$ cat src/rtl/nes_line_fetch.sv
// nes_line_fetch: 2x-upscaled NES pixel source for the VGA controller.
// Ping-pong line buffers are filled one source line ahead over a read/grant/valid port.
module nes_line_fetch #(
  parameter int          LATENCY    = 4,
  parameter int          H_OFFSET   = 64,
  parameter logic [29:0] BORDER_RGB = 30'h0,
  parameter int          SRC_W      = 256,
  parameter int          SRC_H      = 240
) (
  input  logic        iCLK,
  input  logic        iRST_N,
  input  logic [10:0] iX,
  input  logic [10:0] iY,
  input  logic        iRequest,
  input  logic        iVS,
  output logic [9:0]  oRed,
  output logic [9:0]  oGreen,
  output logic [9:0]  oBlue,
  output logic [15:0] oMemAddr,
  output logic        oMemRd,
  input  logic        iMemGnt,
  input  logic        iMemValid,
  input  logic [5:0]  iMemData,
  input  logic        iPalWe,
  input  logic [5:0]  iPalAddr,
  input  logic [29:0] iPalData,
  output logic        oFetchErr
);
  typedef enum logic [1:0] {IDLE, ISSUE, DRAIN} state_t;
  localparam logic [10:0] X_LO    = 11'(H_OFFSET);
  localparam logic [10:0] X_HI    = 11'(H_OFFSET + 2 * SRC_W);
  localparam logic [9:0]  S_LAST  = 10'(SRC_H - 1);
  localparam logic [8:0]  N_WORDS = 9'(SRC_W);
  localparam int          DEPTH   = LATENCY - 3;
  state_t      state_q, state_d;
  logic [10:0] x1_q, x1_d, y1_q, y1_d;
  logic        req1_q, req1_d, vs1_q, vs1_d, req_p_q, req_p_d, vs_p_q, vs_p_d;
  logic [5:0]  lb_rd_q, lb_rd_d;
  logic        req2_q, req2_d, brd2_q, brd2_d, req3_q, req3_d, brd3_q, brd3_d;
  logic [29:0] pal_rd_q, pal_rd_d;
  logic [29:0] rgb_q [DEPTH];
  logic [29:0] rgb_d [DEPTH];
  logic [7:0]  line_q, line_d;
  logic [8:0]  issue_cnt_q, issue_cnt_d, recv_cnt_q, recv_cnt_d;
  logic        err_q, err_d;
  logic        vs_trig, rq_trig, trig, start, lb_we;
  logic [8:0]  lb_wa;
  logic [5:0]  lb [2*SRC_W];
  logic [29:0] pal [64];
  always_ff @(posedge iCLK or negedge iRST_N)
    if (!iRST_N) begin
      state_q     <= IDLE;
      x1_q        <= '0;
      y1_q        <= '0;
      req1_q      <= 1'b0;
      vs1_q       <= 1'b1;
      req_p_q     <= 1'b0;
      vs_p_q      <= 1'b1;
      lb_rd_q     <= '0;
      req2_q      <= 1'b0;
      brd2_q      <= 1'b0;
      req3_q      <= 1'b0;
      brd3_q      <= 1'b0;
      pal_rd_q    <= '0;
      for (int i = 0; i < DEPTH; i++) rgb_q[i] <= '0;
      line_q      <= '0;
      issue_cnt_q <= '0;
      recv_cnt_q  <= '0;
      err_q       <= 1'b0;
    end else begin
      state_q     <= state_d;
      x1_q        <= x1_d;
      y1_q        <= y1_d;
      req1_q      <= req1_d;
      vs1_q       <= vs1_d;
      req_p_q     <= req_p_d;
      vs_p_q      <= vs_p_d;
      lb_rd_q     <= lb_rd_d;
      req2_q      <= req2_d;
      brd2_q      <= brd2_d;
      req3_q      <= req3_d;
      brd3_q      <= brd3_d;
      pal_rd_q    <= pal_rd_d;
      for (int i = 0; i < DEPTH; i++) rgb_q[i] <= rgb_d[i];
      line_q      <= line_d;
      issue_cnt_q <= issue_cnt_d;
      recv_cnt_q  <= recv_cnt_d;
      err_q       <= err_d;
    end
  // Palette read-before-write gives old data when the same entry is written this cycle.
  always_ff @(posedge iCLK) begin
    if (iPalWe) pal[iPalAddr] <= iPalData;
    if (lb_we) lb[lb_wa] <= iMemData;
  end
  always_comb begin
    x1_d        = iX;
    y1_d        = iY;
    req1_d      = iRequest;
    vs1_d       = iVS;
    req_p_d     = req1_q;
    vs_p_d      = vs1_q;
    req2_d      = req1_q;
    brd2_d      = (x1_q < X_LO) | (x1_q >= X_HI);
    lb_rd_d     = lb[{y1_q[1], 8'((x1_q - X_LO) >> 1)}];
    req3_d      = req2_q;
    brd3_d      = brd2_q;
    pal_rd_d    = pal[lb_rd_q];
    rgb_d[0]    = !req3_q ? '0 : brd3_q ? BORDER_RGB : pal_rd_q;
    for (int i = 1; i < DEPTH; i++) rgb_d[i] = rgb_q[i-1];
    vs_trig     = vs_p_q & ~vs1_q;
    rq_trig     = req1_q & ~req_p_q & ~y1_q[0] & (y1_q[10:1] < S_LAST);
    trig        = vs_trig | rq_trig;
    start       = (state_q == IDLE) & trig;
    issue_cnt_d = start ? '0 : issue_cnt_q + 9'((state_q == ISSUE) & iMemGnt);
    recv_cnt_d  = start ? '0 : recv_cnt_q + 9'(lb_we);
    line_d      = start ? (vs_trig ? 8'd0 : 8'(y1_q[10:1] + 10'd1)) : line_q;
    err_d       = err_q | (trig & (state_q != IDLE));
    state_d     = state_q == IDLE  ? (trig ? ISSUE : IDLE) :
                  state_q == ISSUE ? (issue_cnt_d == N_WORDS ? DRAIN : ISSUE) :
                                     (recv_cnt_d == N_WORDS ? IDLE : DRAIN);
  end
  always_comb begin
    oMemRd                 = state_q == ISSUE;
    oMemAddr               = {line_q, issue_cnt_q[7:0]};
    lb_we                  = (state_q != IDLE) & iMemValid;
    lb_wa                  = {line_q[0], recv_cnt_q[7:0]};
    {oRed, oGreen, oBlue}  = rgb_q[DEPTH-1];
    oFetchErr              = err_q;
  end
endmodule

$ cat config.mk
export PLATFORM = sky130hd
export DESIGN_NAME = nes_line_fetch
export DESIGN_NICKNAME = d
export VERILOG_FILES = /design/src/rtl/nes_line_fetch.sv
export SDC_FILE = /design/constraint.sdc
export NUM_CORES = 2
export LEC_CHECK = 0
export CORE_ASPECT_RATIO = 1.5
export CORE_MARGIN = 3
export CORE_UTILIZATION = 40
export DETAILED_ROUTE_END_ITERATION = 8
export PLACE_DENSITY = 0.51
export SYNTH_ARGS = -nofsm -noshare
export SYNTH_HDL_FRONTEND = slang
export SYNTH_MEMORY_MAX_BITS = 65536
export SYNTH_SLANG_ARGS = --single-unit
$ cat constraint.sdc
create_clock -name iCLK -period 6 [get_ports iCLK]
set_input_delay 0.6 -clock iCLK [delete_from_list [all_inputs] [get_ports iCLK]]
set_output_delay 0.6 -clock iCLK [all_outputs]
set_load 0.005 [all_outputs]
==> results.rst <==
.. list-table::
   :header-rows: 1

   * - Metric
     - Value
   * - Status
     - finished, final reports clean
   * - Width of the chip
     - approximately 580 um
   * - First-pass GRT wire length
     - roughly 770000 um
   * - Worst-path fanout max
     - 38
   * - Post-synthesis net count
     - 9202
   * - Avg Vias per Cell
     - about 5.7
   * - Number of unique standard cell types used by synthesis
     - 63
   * - WP data required
     - roughly 6.9 ns
   * - Gr usage total
     - 21.5%
   * - GPL Wtd Cong
     - between 0.8 and 0.9
   * - H-tree levels
     - 5
   * - Count of final hold-check violations
     - 0
   * - Synth-to-Final Area Change
     - 13.0%
   * - Timing-limited maximum frequency
     - between 0.2 and 0.25 GHz
   * - P per Cell Area
     - 355 nW/um2
   * - Sinks on the clock net
     - 5116
   * - Routed len/inst
     - 33.2 um
   * - Number of nets at the end of the flow
     - 9520
   * - Post-route antenna net violation count
     - 0
   * - Post-DP HPWL
     - 335000 um
   * - Final setup skew
     - around 0.13 ns
   * - GR Overflow Total
     - 0
   * - Sequential cell area
     - roughly 150000 um2
   * - Number of DRC violations after detailed routing
     - 0
   * - Final number of setup-violating endpoints
     - 0
   * - Most frequent cell after synthesis
     - sky130_fd_sc_hd__edfxtp_1
   * - Reg clk slew, reported paths
     - 0.06 ns
   * - Total of warnings raised by yosys
     - 0
   * - Starting utilization of the core area
     - around two fifths
   * - Total Die Area
     - 502000 um2
   * - Area used by multi-input combinational logic
     - between 40000 and 50000 um2
   * - Maximum clock insertion buffer count
     - 4
   * - Placeable core area
     - about 490000 um2
   * - Post-synthesis area per instance
     - roughly 22 um2
   * - Final critical-path required period
     - approximately 4.7 ns
   * - Post-CTS setup buffer count
     - 0
   * - R2R Setup Slk
     - 1.32 ns
   * - Category of the worst setup path capture point
     - register
   * - Setup total negative slack
     - 0 ns
   * - Router iterations before antenna repair
     - 6
   * - Number of pins with negative max-slew slack in the final report
     - 0
   * - Maximum capacitance violations
     - 0
   * - Worst slew margin relative to its limit
     - under 10%
   * - Maximum resistive drop on vdd
     - ~0.33 mV
   * - Die boundary height
     - between 800 and 900 um
   * - Area share of the largest cell type after synthesis
     - between 70 and 80%
   * - Pin count of the biggest net entering global routing
     - about 200
   * - Share of flip-flops with an asynchronous set or reset
     - around 2.4%
   * - Arrival time of data at the critical path endpoint
     - approximately 5.6 ns
   * - Number of standard cells in the layout, taps in and fillers out
     - 16400
   * - CTS tree
     - done
   * - Number of antenna violations at the first check in global routing
     - 21
   * - Primary flip-flop cell chosen by synthesis mapping
     - sky130_fd_sc_hd__edfxtp_1
   * - # placed instances
     - around 15000
   * - Category of the worst setup path launch point
     - register
   * - Fin crit share
     - between 70% and 80%
   * - Row Count
     - roughly 320
   * - Total CTS buffers
     - 473
   * - Layout cell share with drive strength beyond 1
     - a little under a quarter
   * - Critical path start-end classification
     - reg2reg
   * - Kind of path behind the tightest hold check
     - in2reg
   * - Wire length after detailed routing
     - around 540000 um
   * - Boundary pin count
     - about 120
   * - Vias in the first global route
     - 99000
   * - Top cell types by occurrence after synthesis
     - 4992 x sky130_fd_sc_hd__edfxtp_1, 1105 x sky130_fd_sc_hd__mux4_2, 634 x sky130_fd_sc_hd__nor2_1, 571 x sky130_fd_sc_hd__mux2i_1, 283 x sky130_fd_sc_hd__clkbuf_1
   * - Port Buf Inserts
     - between 100 and 150
   * - Actual transition at the worst max-transition pin
     - between 1 and 1.5 ns
   * - Sequential-to-total area share from yosys stat
     - just under 80%
   * - Cell count after synthesis
     - just over 9000
   * - Clk Tree Root Cell
     - sky130_fd_sc_hd__clkbuf_16
   * - Worst-skew pair later-pin latency
     - around 1.1 ns
   * - Post-Synthesis Cell Area
     - 197000 um2
   * - Number of filler instances in the final layout
     - roughly 41000
   * - Top post-synthesis cells by area
     - sky130_fd_sc_hd__edfxtp_1 76%, sky130_fd_sc_hd__mux4_2 13%, sky130_fd_sc_hd__mux2i_1 2.9%
   * - Vias after detailed routing
     - 93100
   * - Static leakage
     - 69.6 nW
   * - Setup repair after global routing missed its margin
     - no
   * - Most area-hungry cell type in the Yosys netlist
     - sky130_fd_sc_hd__edfxtp_1
   * - Number of synthesized flops with an enable pin
     - 4992
   * - Post-synthesis register bit count
     - approximately 5000
   * - Initial detailed-routing violation count
     - roughly 8100
layout make-up:
cell class	count	share of cell area [%]
timing repair buffer	413	1.74
antenna	3	0.00337
clock buffer	587	5.64
clock inverter	305	1.38
inverter	6	0.0101
tap	6498	3.65
sequential	5116	68.7
multi-input combinational	3432	18.9
repair_timing:
action	in CTS	in global routing
gates resized for setup	0	0
hold buffers	18	0
endpoints found under the setup margin	0	0
endpoints found under the hold margin	84	0
metal layers:
layer | wire, um | global-route usage, % | vias to the layer above | part of all wire, %
met5 | 46 | 0 | - | 0.0085
met4 | 23200 | 7.93 | 6 | 4.3
met3 | 23400 | 2.68 | 840 | 4.3
met2 | 297000 | 39.8 | 2627 | 55
met1 | 200000 | 25.4 | 50800 | 37
li1 | - | - | 38800 | -
report_power, final:
part | internal (mW) | total, mW | switching [mW]
Sequential | 39.6 | 40.0 | 0.386
Clock | 17.1 | 30.6 | 13.5
Combinational | 3.56 | 8.65 | 5.09
layout by cell type, fill, tap and decap left out, types with 43 or more instances in the layout:
cell / instances
sky130_fd_sc_hd__clkbuf_1: 91
sky130_fd_sc_hd__bufinv_16: 51
sky130_fd_sc_hd__nor2_4: 69
sky130_fd_sc_hd__mux2i_1: 571
sky130_fd_sc_hd__a21oi_1: 219
sky130_fd_sc_hd__clkdlybuf4s50_1: 82
sky130_fd_sc_hd__o21ai_0: 124
sky130_fd_sc_hd__dfrtp_1: 112
sky130_fd_sc_hd__o221ai_1: 94
sky130_fd_sc_hd__mux4_2: 1105
sky130_fd_sc_hd__a22oi_1: 128
sky130_fd_sc_hd__edfxtp_1: 4992
sky130_fd_sc_hd__nand2_1: 91
sky130_fd_sc_hd__clkbuf_16: 480
sky130_fd_sc_hd__nor2_1: 561
sky130_fd_sc_hd__buf_4: 231
sky130_fd_sc_hd__clkinv_1: 86
sky130_fd_sc_hd__mux4_1: 45
sky130_fd_sc_hd__clkinv_2: 110
sky130_fd_sc_hd__buf_12: 43
sky130_fd_sc_hd__a221oi_1: 114
flip-flops by register name, summed over array words and instances (netlist names), 2 cells and up:
signal,cells
recv_cnt_q,9
issue_cnt_q,9
lb_rd_q,6
x1_q,11
pal,1920
line_q,8
pal_rd_q,30
y1_q,11
lb,3072
rgb_q,30
state_q,2
per-stage QoR:
stage	setup slack (ns)	util, %	hold WS, ns	cell area (um2)	power (mW)
2_1_floorplan	2.33	-	0.304	197000	45.7
3_3_place_gp	0.403	42.2	0.341	207000	49.5
3_5_place_dp	1.37	42.2	0.340	207000	49.5
4_1_cts	1.36	45.4	0.00971	223000	80.0
5_1_grt	1.34	45.4	0.0580	223000	81.6
6_report	1.32	45.4	0.0916	223000	79.2
cells by family (layout without fill, tap and decap cells):
| family | after synthesis | in the layout | synth area share, % |
|---|---|---|---|
| XOR/XNOR | 25 | 25 | 0.111 |
| buffers and inverters | 576 | 1311 | 1.44 |
| multiplexers | 1757 | 1757 | 16.3 |
| other | 0 | 3 | 0 |
| AO/OA/AOI/OAI | 762 | 762 | 2.63 |
| flip-flops | 5116 | 5116 | 77.6 |
| adder cells (fa/ha/maj) | 7 | 7 | 0.0444 |
| AND/OR/NAND/NOR | 881 | 881 | 1.86 |
final timing paths:
kind	end	startpoint	cells past startpoint
setup reg to reg	lb_rd_q[5]	x1_q[2]	8
hold / removal	lb[284][3]	iMemData[3]	1
hold reg to reg	brd3_q	brd2_q	0
max in group asynchronous	lb_rd_q[1]	iRST_N	3
setup / recovery	lb_rd_q[5]	x1_q[2]	8
min in group asynchronous	issue_cnt_q[6]	iRST_N	2
worst max-delay path: stages (launching register included):
cell and delay [ns]:
sky130_fd_sc_hd__dfrtp_4 0.90, sky130_fd_sc_hd__buf_4 0.36, sky130_fd_sc_hd__buf_4 0.57, sky130_fd_sc_hd__mux4_2 0.60, sky130_fd_sc_hd__o21ai_0 0.74, sky130_fd_sc_hd__o221ai_1 0.45
sky130_fd_sc_hd__a22o_1 0.37, sky130_fd_sc_hd__a2111oi_2 0.32, sky130_fd_sc_hd__nand4_1 0.12
No activity file was read; power rests on OpenSTA's default activity.
